`src/rtl/aes_dec_feeder_if.sv`:
```
// aes_dec_feeder_if
//   Ciphertext block stream into the AES decryption feeder.
//   s_data  : 128-bit ciphertext block
//   s_valid : s_data is valid this cycle
//   s_ready : receiver can accept a block this cycle
//   master  : block source (drives data/valid, reads ready)
//   slave   : aes_dec_feeder (reads data/valid, drives ready)
interface aes_dec_feeder_if;
  logic [127:0] s_data;
  logic         s_valid;
  logic         s_ready;

  modport master (output s_data, output s_valid, input s_ready);
  modport slave  (input s_data, input s_valid, output s_ready);
endinterface

```
`src/rtl/aes_dec_feeder.sv`:
```
// aes_dec_feeder
//   Input sequencer in front of a pipelined AES decryption core. It latches
//   a cipher key, pulses the core's key-expansion start (dec_fsm_en), waits
//   KEY_WAIT cycles for expansion to complete, then drains a small
//   ciphertext FIFO into the core at up to one block per cycle.
//
//   Parameters
//     KEY_WAIT   : idle cycles after the fsm_en pulse before issue (>= 1)
//     FIFO_DEPTH : ciphertext FIFO entries (power of two, >= 2)
//   Ports
//     clk        : rising-edge clock
//     rst        : asynchronous active-low reset
//     key_in     : new cipher key
//     key_load   : latch key_in and restart key expansion
//     s          : ciphertext block stream (slave side)
//     dec_in     : block presented to the core
//     dec_key    : key presented to the core
//     dec_enable : one-cycle strobe per issued block
//     dec_fsm_en : one-cycle key-expansion start strobe
//     key_ready  : high while blocks may issue (RUN)
//     blk_count  : blocks issued, wraps at 16 bits
module aes_dec_feeder #(
  parameter int KEY_WAIT   = 10,
  parameter int FIFO_DEPTH = 4
) (
  input  logic              clk,
  input  logic              rst,
  input  logic [127:0]      key_in,
  input  logic              key_load,
  aes_dec_feeder_if.slave   s,
  output logic [127:0]      dec_in,
  output logic [127:0]      dec_key,
  output logic              dec_enable,
  output logic              dec_fsm_en,
  output logic              key_ready,
  output logic [15:0]       blk_count
);

  localparam int PTR_W = $clog2(FIFO_DEPTH);
  localparam int CNT_W = (KEY_WAIT > 1) ? $clog2(KEY_WAIT) : 1;

  localparam logic [CNT_W-1:0] WAIT_LAST = CNT_W'(KEY_WAIT - 1);
  localparam logic [PTR_W:0]   FIFO_FULL = (PTR_W + 1)'(FIFO_DEPTH);
  localparam logic [PTR_W:0]   LVL_ONE   = (PTR_W + 1)'(1);
  localparam logic [PTR_W-1:0] PTR_ONE   = PTR_W'(1);
  localparam logic [CNT_W-1:0] CNT_ONE   = CNT_W'(1);

  typedef enum logic [1:0] {
    IDLE   = 2'd0,
    KSTART = 2'd1,
    KWAIT  = 2'd2,
    RUN    = 2'd3
  } state_t;

  state_t           state, state_nxt;
  logic [CNT_W-1:0] wait_cnt, wait_nxt;
  logic             pop;

  logic [127:0]     mem [FIFO_DEPTH];
  logic [PTR_W-1:0] wr_ptr, rd_ptr;
  logic [PTR_W:0]   level;
  logic             full, empty, push;

  assign full      = (level == FIFO_FULL);
  assign empty     = (level == '0);
  // No bypass: a full FIFO refuses input even when it pops on the same edge.
  assign s.s_ready = !full;
  assign push      = s.s_valid && !full;

  always_comb begin
    state_nxt = state;
    wait_nxt  = wait_cnt;
    pop       = 1'b0;
    unique case (state)
      IDLE:   ;
      KSTART: begin
        state_nxt = KWAIT;
        wait_nxt  = '0;
      end
      KWAIT: begin
        if (wait_cnt == WAIT_LAST) state_nxt = RUN;
        else                       wait_nxt  = wait_cnt + CNT_ONE;
      end
      RUN:    pop = !empty;
    endcase
    // A key load wins from every state and cancels any issue on this edge;
    // queued blocks stay put and go out under the new key.
    if (key_load) begin
      state_nxt = KSTART;
      pop       = 1'b0;
    end
  end

  // Control state and registered outputs (all derived from next state so
  // they line up exactly with the state they describe).
  always_ff @(posedge clk or negedge rst) begin
    if (!rst) begin
      state      <= IDLE;
      wait_cnt   <= '0;
      dec_fsm_en <= 1'b0;
      key_ready  <= 1'b0;
      dec_enable <= 1'b0;
      dec_in     <= '0;
      dec_key    <= '0;
      blk_count  <= '0;
      wr_ptr     <= '0;
      rd_ptr     <= '0;
      level      <= '0;
    end else begin
      state      <= state_nxt;
      wait_cnt   <= wait_nxt;
      dec_fsm_en <= (state_nxt == KSTART);
      key_ready  <= (state_nxt == RUN);
      dec_enable <= pop;
      if (key_load) dec_key <= key_in;
      if (pop) begin
        dec_in    <= mem[rd_ptr];
        blk_count <= blk_count + 16'd1;
        rd_ptr    <= rd_ptr + PTR_ONE;
      end
      if (push) wr_ptr <= wr_ptr + PTR_ONE;
      unique case ({push, pop})
        2'b10:   level <= level + LVL_ONE;
        2'b01:   level <= level - LVL_ONE;
        default: level <= level;
      endcase
    end
  end

  // FIFO storage: contents are don't-care while the level is zero.
  always_ff @(posedge clk) begin
    if (push) mem[wr_ptr] <= s.s_data;
  end

endmodule

```
`src/flat_wrapper.sv`:
```
// flat-port wrapper written by rule: the top's interface ports become plain ports
module aes_dec_feeder_flat 
#(
  parameter int KEY_WAIT   = 10,
  parameter int FIFO_DEPTH = 4
)
  (clk, rst, key_in, key_load, dec_in, dec_key, dec_enable, dec_fsm_en, key_ready, blk_count, s_s_data, s_s_valid, s_s_ready);
  aes_dec_feeder_if s_i ();
  input  logic clk;
  input  logic rst;
  input  logic [127:0] key_in;
  input  logic key_load;
  output logic [127:0] dec_in;
  output logic [127:0] dec_key;
  output logic dec_enable;
  output logic dec_fsm_en;
  output logic key_ready;
  output logic [15:0] blk_count;
  input wire logic [$bits(s_i.s_data)-1:0] s_s_data;
  input wire logic [$bits(s_i.s_valid)-1:0] s_s_valid;
  output wire logic [$bits(s_i.s_ready)-1:0] s_s_ready;
  assign s_i.s_data = s_s_data;
  assign s_i.s_valid = s_s_valid;
  assign s_s_ready = s_i.s_ready;
  aes_dec_feeder #(.KEY_WAIT(KEY_WAIT), .FIFO_DEPTH(FIFO_DEPTH)) u_core (.clk(clk), .rst(rst), .key_in(key_in), .key_load(key_load), .s(s_i), .dec_in(dec_in), .dec_key(dec_key), .dec_enable(dec_enable), .dec_fsm_en(dec_fsm_en), .key_ready(key_ready), .blk_count(blk_count));
endmodule
```
`config.mk`:
```
export PLATFORM = sky130hd
export DESIGN_NAME = aes_dec_feeder_flat
export DESIGN_NICKNAME = d
export VERILOG_FILES = /design/src/rtl/aes_dec_feeder_if.sv /design/src/rtl/aes_dec_feeder.sv /design/src/flat_wrapper.sv
export SDC_FILE = /design/constraint.sdc
export NUM_CORES = 1
export LEC_CHECK = 0
export CAP_MARGIN = 0
export CORE_MARGIN = 2
export CORE_UTILIZATION = 30
export DETAILED_ROUTE_END_ITERATION = 6
export PLACE_DENSITY_LB_ADDON = 0.08
export REMOVE_ABC_BUFFERS = 1
export SKIP_LAST_GASP = 1
export SLEW_MARGIN = 20
export SYNTH_ARGS = -nofsm -noshare
export SYNTH_HDL_FRONTEND = slang
export SYNTH_SLANG_ARGS = --single-unit
```
`constraint.sdc`:
```
create_clock -name clk -period 5 [get_ports clk]
set_clock_uncertainty 0.2 [all_clocks]
set_input_delay 0.75 -clock clk [delete_from_list [all_inputs] [get_ports clk]]
set_output_delay 0.75 -clock clk [all_outputs]
set_load 0.005 [all_outputs]
```
==> results of run 1 <==
[kinds of logic after synthesis]
group           after synthesis
mux                         388
buf+inv                      72
simple gates                 47
fa+ha+maj                    13
xor+xnor                     22
compound gates                8
flops                       800
[state kept, by name (all words and copies together) (netlist names)]
signal	cells
u_core.mem	512
u_core.dec_in	128
u_core.dec_key	128
u_core.blk_count	16
u_core.wait_cnt	4
u_core.level	3
u_core.rd_ptr	2
u_core.state	2
u_core.wr_ptr	2
u_core.dec_enable	1
u_core.dec_fsm_en	1
u_core.key_ready	1
[repair_timing]
| item | CTS | global route |
|---|---|---|
| hold endpoints to repair | 46 | 0 |
| hold buffers | 1 | 0 |
| endpoints found under the setup margin | 0 | 0 |
[worst paths after layout]
path | startpoint | endpoint | cells past startpoint
min in group asynchronous | rst | u_core.dec_in[85] | 2
setup reg to reg | u_core.level[0] | u_core.mem[2][94] | 4
setup / recovery | u_core.level[0] | s_s_ready | 3
hold reg to reg | u_core.wait_cnt[3] | u_core.wait_cnt[3] | 1
max in group asynchronous | rst | u_core.dec_key[26] | 3
hold / removal | u_core.wait_cnt[3] | u_core.wait_cnt[3] | 1
[power breakdown]
group	total, mW	switching [mW]	internal, mW
registers	9.43	0.741	8.69
logic	5.52	2.39	3.13
clock network	6.64	2.75	3.89
[per-layer routing]
metal / up-vias / wire length, µm
li1: 6556 / -
met1: 7719 / 30100
met2: 472 / 37400
met3: 132 / 7200
met4: 18 / 2040
met5: - / 111
[cell type report]
class / count / area [µm²] / share of cell area, %
Clock buffer: 120 / 2490 / 6.30
Inverter: 12 / 45.0 / 0.114
Clock inverter: 51 / 527 / 1.34
Timing Repair Buffer: 558 / 5680 / 14.4
Sequential cell: 800 / 22600 / 57.3
Multi-Input combinational cell: 478 / 6520 / 16.5
Antenna cell: 4 / 10.0 / 0.0254
Tap cell: 1276 / 1600 / 4.05
[stage by stage]
| stage | utilization (%) | setup TNS [ps] | cells |
|---|---|---|---|
| finish | 40.7 | 0 | 3299 |
| CTS | 40.7 | 0 | 3295 |
| floorplan | - | -954140 | 1290 |
| global route | 40.7 | 0 | 3297 |
| global placement | 37.5 | 0 | 3123 |
| detailed placement | 37.5 | 0 | 3123 |
[synthesized netlist by cell type (2+ instances only)]
master,instances
dfrtp_1,288
buf_2,21
nor2_1,6
nand3_1,9
nand3b_1,2
o21ai_0,3
mux2_2,258
mux2i_1,2
and3_1,8
nor3_1,4
xnor2_1,12
buf_1,5
xor2_1,10
clkbuf_1,16
inv_1,12
a21oi_1,2
mux4_2,128
ha_1,12
buf_6,12
nand2b_1,2
buf_4,6
edfxtp_1,512
nand4_1,3
nand2_1,6
[cell usage in the layout, fill, tap and decap left out, types with 5 or more instances in the layout]
master and instances:
clkdlybuf4s50_1 533, edfxtp_1 512, dfrtp_1 286, mux2_2 258, mux4_2 128, clkbuf_16 91
clkbuf_1 19, clkinv_2 16, clkinv_1 13, inv_1 12, xnor2_1 12, ha_1 12
buf_12 12, buf_4 11, xor2_1 10, clkbuf_8 10, nand3_1 9, bufinv_16 7
nor2_1 6, nand2_1 6, clkinv_8 5
==> summary.md, run 1 <==
| Metric | Value |
|---|---|
| Outcome | `completed` |
| Die ar. | `101000 µm²` |
| Residual DRC | `0` |
| Largest family of logic cells by synthesized area | `multiplexers` |
| Core area | `97000 µm²` |
| WP buf/inv | `2` |
| Setup-violating endpoint count in the final report | `0` |
| WL/cell | `23.3 µm` |
| Element type at the critical path end | `output pin` |
| H-tree levels | `3` |
| Total Routing Usage GR | `15.2%` |
| Cts bufs inserted | `91` |
| Worst-path cell chain | `inv_1 > nand3_1 > clkdlybuf4s50_1` |
| VDD IR-drop max | `0.324 mV` |
| Setup WS post-layout | `2020 ps` |
| Arr. time, crit path | `2030 ps` |
| Ranking of synthesized cells by area | `edfxtp_1 (52%), dfrtp_1 (24%), mux2_2 (9.9%)` |
| FF+latch count, synth | `800` |
| Asr flop ratio synth | `36.0%` |
| Cells after synthesis | `1350` |
| Tot Pwr | `21.6 mW` |
| Top delay family on crit path | `buffers and inverters` |
| DIE WIDTH | `317 µm` |
| Synth Area in Compound Gates | `0.157%` |
| Layout Nets | `2214` |
| Required @ worst endpoint | `4050 ps` |
| Post-CTS Setup Repair Bufs | `0` |
| FMAX | `0.336 GHz` |
| Clk sinks | `800` |
| XOR/XNOR Fraction of Synth Area | `0.654%` |
| Post-Route WL | `76900 µm` |
| Simple-gate share of the synthesized area | `0.929%` |
| Pre-CTS setup slack | `1790 ps` |
| RSZ-0062 raised after global routing | `no` |
| Clk pin slew, worst setup/hold paths | `60 ps` |
| WS Path Type | `reg -> out` |
| CTS max path bufs | `3` |
| Initial Util | `30.4%` |
| CP peak stage delay | `560 ps` |
| # IOs | `536` |
| # port buffers | `535` |
| CTS tree | `yes` |
| Vias in the first global route | `16062` |
| Row cnt | `114` |
| Fin crit period | `2980 ps` |
| DPL Wire Length | `48500 µm` |
| Dominant cell type by area after synthesis | `edfxtp_1` |
| Layout cell share with drive strength beyond 1 | `27.7%` |
| Root Driver | `clkbuf_16` |
| Yosys Warn Count | `0` |
| Reg2reg setup slack | `2320 ps` |
| Drt via density | `4.52` |
| Worst-Skew Late Latency | `670 ps` |
| Met1 track demand over resource | `17.4%` |
| Vias | `14897` |
| Seq/Total Area, Yosys | `76.6%` |
| Filler instances | `8723` |
| Initial antenna violation count | `15` |
| ANT nets after route | `0` |
| Power per cell area | `547 nW/µm²` |
| Crit-path max FO | `6` |
| Share of the synthesized area in the top cell type | `52.1%` |
| Max-cap viol count | `0` |
| Synthesized area per cell | `21.8 µm²` |
| Area of placed instances | `36400 µm²` |
| HP Class | `reg -> reg` |
| Ys flop type | `edfxtp_1` |
| GRT busiest layer | `met2` |
| Met2 GRT Util | `25.5%` |
| Synth unique cells | `35` |
| Mapped Area | `29500 µm²` |
| Cell area after layout | `39500 µm²` |
| Area grow syn2layout | `33.8%` |
| Post-synth EDFFs | `512` |
| First-pass GRT wire length | `113000 µm` |
| Fin crit share | `59.6%` |
| CP Launch Type | `flip-flop` |
| PostCTS Resize Cnt | `0` |
| Leakage | `14.0 nW` |
| Iteration-0 DRC Markers | `624` |
| Die Y-Extent | `317 µm` |
| Multiplexer share of the synthesized area | `19.7%` |
| Slew Limit Headroom | `31.7%` |
| Hold Slack | `285 ps` |
| Pins over their slew limit | `0` |
| Synth Area in Adders | `0.577%` |
| Largest net degree at the start of global routing | `114` |
| Gpl congestion | `0.724` |
| Worst slew pin tran | `1020 ps` |
| GRT Residual Overflow | `0` |
| Detailed Routing Iterations Pass 1 | `4` |
| GR met3 Demand/Resource | `6.88%` |
| Worst path slowest cell | `clkdlybuf4s50_1` |
| Final Hold Fails | `0` |
Note: power is estimated with default switching activity, not from simulation.
==> run 2, diff against run 1 <==
==> constraint.sdc (replaced) <==
create_clock -name clk -period 2.5 [get_ports clk]
set_clock_uncertainty 0.2 [all_clocks]
set_input_delay 0.375 -clock clk [delete_from_list [all_inputs] [get_ports clk]]
set_output_delay 0.375 -clock clk [all_outputs]
set_load 0.005 [all_outputs]
==> run 2 against run 1 <==
Effect of this change:
- clock power up 94%
- critical path depth up 1
- sequential share of layout area down 0.81 points
- worst hold slack worse by 150 ps
- utilization up 0.59 points
- count of clock-buffer cells in the layout up 6
- critical path type unchanged
- largest power group unchanged
==> summary.md, run 2 (synthesis gave the netlist of run 1 again) <==
| Metric | Value |
|---|---|
| Clk pin slew, worst setup/hold paths | `60 ps` |
| Setup-violating endpoint count in the final report | `0` |
| Drt via density | `4.48` |
| CTS tree | `yes` |
| Max-cap viol count | `0` |
| Core area | `97000 µm²` |
| GRT Residual Overflow | `0` |
| Hold Slack | `132 ps` |
| Layout Nets | `2259` |
| ANT nets after route | `0` |
| DIE WIDTH | `317 µm` |
| First-pass GRT wire length | `116000 µm` |
| Fin crit share | `95.7%` |
| Top Registers | `u_core.mem x512, u_core.dec_in x128, u_core.dec_key x128` |
| Row cnt | `114` |
| Min-delay src | `key_in[50]` |
| Vias in the first global route | `16390` |
| Largest net degree at the start of global routing | `133` |
| Worst Hold End | `u_core.dec_key[50]` |
| Die ar. | `101000 µm²` |
| Detailed Routing Iterations Pass 1 | `4` |
| Power per cell area | `1090 nW/µm²` |
| Gpl congestion | `0.725` |
| Reg2reg setup slack | `350 ps` |
| Tot Pwr | `43.5 mW` |
| Setup WS post-layout | `107 ps` |
| Root Driver | `clkbuf_16` |
| WS Path Type | `reg -> out` |
| VDD IR-drop max | `0.603 mV` |
| DPL Wire Length | `52300 µm` |
| Element type at the critical path end | `output pin` |
| Cts bufs inserted | `91` |
| Commonest non-fill, non-tap cells in the layout | `clkdlybuf4s50_1 (532), edfxtp_1 (512), dfrtp_1 (286), mux2_2 (258), mux4_2 (128)` |
| Multi-input gate area | `6520 µm²` |
| Max reg flops | `512` |
| Die Y-Extent | `317 µm` |
| RSZ-0062 raised after global routing | `no` |
| Storage element area | `22600 µm²` |
| Pins over their slew limit | `0` |
| Reg with most FFs | `u_core.mem` |
| Final Non-Filler Cells | `3348` |
| Post-Route WL | `78100 µm` |
| FMAX | `0.418 GHz` |
| Layout cell share with drive strength beyond 1 | `28.8%` |
| Initial antenna violation count | `21` |
| CP Launch Type | `flip-flop` |
| CTS max path bufs | `3` |
| Setup TNS | `0 ps` |
| Total Routing Usage GR | `15.6%` |
| Initial Util | `30.4%` |
| Reg2Reg Launch Point | `u_core.level[1]` |
| Commonest non-fill, non-tap cell in the layout | `clkdlybuf4s50_1` |
| Crit-path max FO | `3` |
| Final Hold Fails | `0` |
| Clk sinks | `800` |
| Leakage | `14.3 nW` |
| Arr. time, crit path | `1820 ps` |
| H-tree levels | `3` |
| WL/cell | `23.3 µm` |
| Slew Limit Headroom | `31.8%` |
| Placed cell count | `3163` |
| Filler instances | `8663` |
| Worst-Skew Late Latency | `660 ps` |
| Required @ worst endpoint | `1920 ps` |
| Crit. Startpoint | `u_core.level[1]` |
| Vias | `14998` |
| Area grow syn2layout | `35.7%` |
| Outcome | `completed` |
| Worst slew pin tran | `1020 ps` |
| # port buffers | `535` |
| HP Class | `in -> reg` |
| Fin crit period | `2390 ps` |
| # IOs | `536` |
| Iteration-0 DRC Markers | `680` |
| Hold depth | `2` |
| Worst R2R End | `u_core.level[2]` |
| Pre-CTS setup slack | `194 ps` |
| Reg2reg path depth | `10` |
| Residual DRC | `0` |
==> run 2: cell count changes in the layout (fill, tap and decap cells not counted), moves of 3 or more <==
cell	change
buf_12	+24
buf_4	+17
clkbuf_1	+6
diode_2	+4
clkinv_4	-3
clkinvlp_4	-3
dlygate4sd3_1	+3
==> run 2: repair_timing <==
item | 4_1_cts | 5_1_grt
pin swaps | 0 | 0
hold buffers | 4 | 0
setup endpoints to repair | 1 | 1
buffers inserted | 2 | 0
hold endpoints to repair | 289 | 0
gates resized for setup | 2 | 1
==> run 2: critical path, cell delays in order, from the launching register on <==
cell             delay [ps]
dfrtp_1                 420
inv_2                    90
nand3_1                 100
buf_6                   140
clkdlybuf4s50_1         430
==> run 2: how the worst max path moves through the flow <==
stage	depth (start not counted)	slack [ps]	end
final	4	110	s_s_ready
after CTS	1	3	dec_in[35]
after detailed placement	9	190	u_core.level[2]
after global placement	9	150	u_core.level[2]
after floorplan	8	-9920	u_core.level[2]
after global routing	4	0.7	s_s_ready
==> run 2: area by class of cell <==
class                           instances  share of cell area (%)
Sequential cell                       800                    56.4
Multi-Input combinational cell        478                    16.3
Timing Repair Buffer                  603                    15.8
Clock buffer                          126                    6.27
Tap cell                             1276                    3.99
Clock inverter                         45                    1.03
Inverter                               12                   0.113
Antenna cell                            8                  0.0500
==> run 2: routing by layer <==
metal | wire [µm] | share of wire, % | vias up | global-route usage (%)
met4 | 1970 | 2.5 | 22 | 5.21
li1 | - | - | 6657 | -
met3 | 7100 | 9.1 | 134 | 6.74
met5 | 151 | 0.19 | - | 0
met1 | 31100 | 40 | 7711 | 18.6
met2 | 37700 | 48 | 474 | 25.3
==> run 2: stage by stage <==
| step | area [µm²] | util [%] |
|---|---|---|
| finish | 40000 | 41.3 |
| global route | 40000 | 41.3 |
| CTS | 40000 | 41.2 |
| detailed placement | 37000 | 38.2 |
| global placement | 37000 | 38.2 |
| floorplan | 29100 | - |
==> run 2: report_power, final <==
group | internal, mW | leakage, nW | switching, mW
logic | 6.81 | 4.75 | 5.12
clock network | 7.56 | 1.44 | 5.37
registers | 17.4 | 8.11 | 1.31
total | 31.7 | 14.3 | 11.8
==> run 3, diff against run 2 <==
--- a/config.mk
+++ b/config.mk
@@ -6,7 +6,8 @@
 export NUM_CORES = 1
 export LEC_CHECK = 0
 export CAP_MARGIN = 0
-export CORE_MARGIN = 2
+export CELL_PAD_IN_SITES_DETAIL_PLACEMENT = 1
+export CELL_PAD_IN_SITES_GLOBAL_PLACEMENT = 1
 export CORE_UTILIZATION = 30
 export DETAILED_ROUTE_END_ITERATION = 6
 export PLACE_DENSITY_LB_ADDON = 0.08
==> constraint.sdc (replaced) <==
create_clock -name clk -period 2.95 [get_ports clk]
set_clock_uncertainty 0.2 [all_clocks]
set_input_delay 0.4425 -clock clk [delete_from_list [all_inputs] [get_ports clk]]
set_output_delay 0.4425 -clock clk [all_outputs]
set_load 0.005 [all_outputs]
==> run 3 against run 2 <==
Effect of this change:
- the flow now finishes with violations (DRC)
- wire length increased by 1.9%
- critical path depth decreased by 1
- sequential power decreased by 15%
- sequential cell count unchanged
- register-to-register slack improved by 130 ps
- total power decreased by 16%
- clock power decreased by 12%
- utilization decreased by 0.33 points
- count of clock-buffer cells in the layout increased by 7
- sequential share of layout area increased by 0.45 points
- first-iteration DRC count increased by 3.7%
- global-route usage increased by 0.41 points
==> summary.md, run 3 (synthesis gave the netlist of run 1 again) <==
| Metric | Value |
|---|---|
| Outcome | `finished, violations left` |
| Failing checks | `DRC` |
| Reg2reg path depth | `10` |
| Die Y-Extent | `315 µm` |
| HP Class | `in -> reg` |
| Slew Limit Headroom | `47.3%` |
| Gpl congestion | `0.751` |
| Root Driver | `clkbuf_16` |
| Commonest non-fill, non-tap cells in the layout | `clkdlybuf4s50_1 (533), edfxtp_1 (512), dfrtp_1 (286), mux2_2 (258), mux4_2 (128)` |
| Vias | `14955` |
| Post-Route WL | `79600 µm` |
| Top Registers | `u_core.mem x512, u_core.dec_in x128, u_core.dec_key x128` |
| DPL Wire Length | `52000 µm` |
| # IOs | `536` |
| Crit-path max FO | `6` |
| Clk sinks | `800` |
| Core area | `97000 µm²` |
| Layout cell share with drive strength beyond 1 | `28.1%` |
| # port buffers | `535` |
| Initial Util | `30.4%` |
| Detailed Routing Iterations Pass 1 | `7` |
| Reg2reg setup slack | `480 ps` |
| Worst-Skew Late Latency | `660 ps` |
| Vias in the first global route | `16554` |
| Area grow syn2layout | `34.7%` |
| Initial antenna violation count | `16` |
| WL/cell | `24.0 µm` |
| GRT Residual Overflow | `0` |
| ANT nets after route | `0` |
| Fin crit period | `2680 ps` |
| Reg with most FFs | `u_core.mem` |
| Residual DRC | `112` |
| Worst path depth | `3` |
| Tot Pwr | `36.8 mW` |
| Largest net degree at the start of global routing | `133` |
| Worst slew pin tran | `790 ps` |
| CTS tree | `yes` |
| WS Path Type | `reg -> out` |
| Row cnt | `114` |
| Worst-path cell chain | `inv_1 > nand3_1 > clkdlybuf4s50_1` |
| DIE WIDTH | `315 µm` |
| Cts bufs inserted | `91` |
| Fin crit share | `90.9%` |
| Commonest non-fill, non-tap cell in the layout | `clkdlybuf4s50_1` |
| Power per cell area | `926 nW/µm²` |
| Die ar. | `99500 µm²` |
| Setup-violating endpoint count in the final report | `0` |
| CP Capture Point | `s_s_ready` |
| Drt via density | `4.52` |
| Worst path slowest cell | `clkdlybuf4s50_1` |
| Arr. time, crit path | `2040 ps` |
| Leakage | `14.1 nW` |
| VDD IR-drop max | `0.474 mV` |
| Total Routing Usage GR | `16.0%` |
| PostCTS Resize Cnt | `0` |
| Layout Nets | `2227` |
| CTS max path bufs | `3` |
| Top delay family on crit path | `buffers and inverters` |
| H-tree levels | `3` |
| First-pass GRT wire length | `116000 µm` |
| Worst R2R End | `u_core.level[2]` |
| RSZ-0062 raised after global routing | `no` |
| Element type at the critical path end | `output pin` |
| Setup WS post-layout | `270 ps` |
| CP peak stage delay | `610 ps` |
| FMAX | `0.373 GHz` |
| Clk pin slew, worst setup/hold paths | `60 ps` |
| Iteration-0 DRC Markers | `705` |
| Max-cap viol count | `0` |
| Hold Slack | `127 ps` |
| CP Launch Type | `flip-flop` |
| Area of placed instances | `36700 µm²` |
| Reg2Reg Launch Point | `u_core.level[0]` |
| Cell area after layout | `39700 µm²` |
| Crit. Startpoint | `u_core.level[0]` |
| Required @ worst endpoint | `2310 ps` |
| Pins over their slew limit | `0` |
| Final Hold Fails | `0` |
| Filler instances | `9257` |
| WP buf/inv | `2` |
| Max reg flops | `512` |
| Pre-CTS setup slack | `388 ps` |
| Post-CTS Setup Repair Bufs | `0` |
[run 3: worst min path at each step]
stage / start / end / cells past startpoint / slack [ps]
after CTS: key_load / u_core.dec_enable / 3 / 110
after floorplan: rst / u_core.blk_count[0] / 0 / -50
final: key_load / u_core.dec_enable / 3 / 130
after global placement: rst / u_core.dec_in[1] / 1 / 260
after global routing: key_load / u_core.dec_enable / 3 / 110
after detailed placement: rst / u_core.dec_in[1] / 1 / 270
[run 3: per-stage QoR]
step	utilization, %	cells	setup TNS [ps]
finish	40.9	3311	0
floorplan	-	1290	-1928420
detailed placement	37.8	3136	0
CTS	40.9	3307	0
global placement	37.8	3136	0
global route	40.9	3309	0
[run 3: report_power, final]
group	switching [mW]	internal [mW]
Clock	4.58	6.68
Sequential	1.15	14.7
Combinational	4.19	5.45
[run 3: what timing repair did]
item                                    4_1_cts  5_1_grt
hold buffers                                  1        0
hold endpoints to repair                     95        0
endpoints found under the setup margin        0        0
[run 3: worst register-to-register path, delay by kind of cell (launching register included)]
kind          cells  cell delay, ps
buf+inv           3             260
flops             1             430
fa+ha+maj         2             550
xor+xnor          2             300
simple gates      3             650
[run 3: area by class of cell]
class / count / area (µm²) / area share (%)
Sequential cell: 800 / 22600 / 56.9
Multi-Input combinational cell: 478 / 6520 / 16.4
Timing Repair Buffer: 571 / 5940 / 15.0
Clock buffer: 133 / 2560 / 6.46
Tap cell: 1276 / 1600 / 4.02
Clock inverter: 37 / 439 / 1.11
Inverter: 12 / 45.0 / 0.113
Antenna cell: 4 / 10.0 / 0.0252
[run 3: metal layers]
layer  up-vias  share of wire (%)  global-route usage [%]
met5         -               0.12                       0
met4        16                2.3                    4.14
met3       134                9.5                    6.45
met2       453                 50                    27.5
met1      7787                 38                    18.4
li1       6565                  -                       -
==> variant: new RTL, settings of run 1 <==
`KEY_WAIT` is set to 10 in 2 places; all go to 20.
--- a/src/rtl/aes_dec_feeder.sv
+++ b/src/rtl/aes_dec_feeder.sv
@@ -22,3 +22,3 @@
 module aes_dec_feeder #(
-  parameter int KEY_WAIT   = 10,
+  parameter int KEY_WAIT   = 20,
   parameter int FIFO_DEPTH = 4
--- a/src/flat_wrapper.sv
+++ b/src/flat_wrapper.sv
@@ -3,3 +3,3 @@
 #(
-  parameter int KEY_WAIT   = 10,
+  parameter int KEY_WAIT   = 20,
   parameter int FIFO_DEPTH = 4
Formal check against the unedited RTL: same outputs for any inputs over 4 cycles, from zero or initial values and one cycle with rst low; that may be too few to reach the edited logic, so the function may still have changed.
==> variant against run 1 <==
Via count is 8.1% higher; count of clock-buffer cells in the layout increased by 9; hold slack worse by 0.018 ns; wire length up 3.8%; sequential cell count is 1 higher; die area up 0.43%; first-iteration DRC count grew 21%; setup slack lost 0.36 ns; total power shrank 2.0%; design area rose by 0.30%; area after synthesis up 0.44%; non-clock buffer count increased by 3; critical path type is now reg -> reg; largest cell class unchanged; largest power group unchanged.
==> variant: results (changes against run 1) <==
r2r setup slk = 1.66 ns (was 2.32 ns)
DPL Wire Length = 50930 µm (was 48540 µm)
Yosys cell types = 34 (was 35)
#FFs+latches synth = 801 (was 800)
reg2reg path depth = 6 (was 4)
ant diodes = 3 (was 4)
Synth area leaders = edfxtp_1 52%, dfrtp_1 24%, mux4_2 9.7%, nand2_1 5.0%, mux2_2 5.0% (was edfxtp_1 52%, dfrtp_1 24%, mux2_2 9.9%, mux4_2 9.8%, ha_1 0.51%)
hold worst-path end = u_core.dec_in[19]$_DFFE_PN0P_ (was u_core.wait_cnt[3]$_DFFE_PN0P_)
CP endpoint = u_core.dec_in[43]$_DFFE_PN0P_ (was s_s_ready)
most frequent cells after synthesis = 512 x edfxtp_1, 397 x nand2_1, 289 x dfrtp_1 (was 512 x edfxtp_1, 288 x dfrtp_1, 258 x mux2_2)
#MultiIn Comb = 743 (was 478)
pre-CTS WS = 1.543 ns (was 1.795 ns)
Vias = 16100 (was 14900)
Worst-Margin Slew = 1.082 ns (was 1.025 ns)
Clock Buffer Count = 129 (was 120)
Hold Crit Start = u_core.dec_in[19]$_DFFE_PN0P_ (was u_core.wait_cnt[3]$_DFFE_PN0P_)
fill count = 8977 (was 8723)
Hold Path Stages = 2 (was 1)
outcome = finished, final reports clean (unchanged)
Placed Instances = 3402 (was 3123)
met1 usage = 17.63% (was 17.39%)
area of the multi-input gates = 6583 µm² (was 6516 µm²)
vias in the first global route = 17230 (was 16060)
worst path arrival time = 3.72 ns (was 2.03 ns)
post-synthesis cell count = 1629 (was 1350)
CP max stage delay = 0.72 ns (was 0.56 ns)
Lkg Pwr = 14.69 nW (was 14.01 nW)
[variant: cell types whose count changed after synthesis, sizes merged, moves of 3 or more]
cell and delta:
buf +7, clkbuf +7, mux2 -127, nand2 +391
nand4 +3, o21ai +3, xnor2 +4, xor2 -4
[variant: power by group]
| part | internal (mW) | leakage, nW | switching, mW | total, mW |
|---|---|---|---|---|
| combinational | 2.74 | 5.00 | 2.37 | 5.12 |
| clock | 3.94 | 1.48 | 2.68 | 6.62 |
| sequential | 8.63 | 8.21 | 0.789 | 9.42 |
| total | 15.3 | 14.7 | 5.84 | 21.2 |
[variant: kinds of logic (layout without fill, tap and decap cells)]
logic type                 count (synthesis)  count (layout)
AOI/OAI and AO/OA                          9               9
xor gates and xnor gates                  22              22
adders and majority gates                 12              12
buffers and inverters                     85             743
DFF                                      801             801
muxes                                    261             261
other                                      0               3
and+or+nand+nor                          439             439
[variant: what timing repair did]
item	4_1_cts	5_1_grt
hold buffers	1	0
setup buffers	0	0
endpoints found under the hold margin	56	0
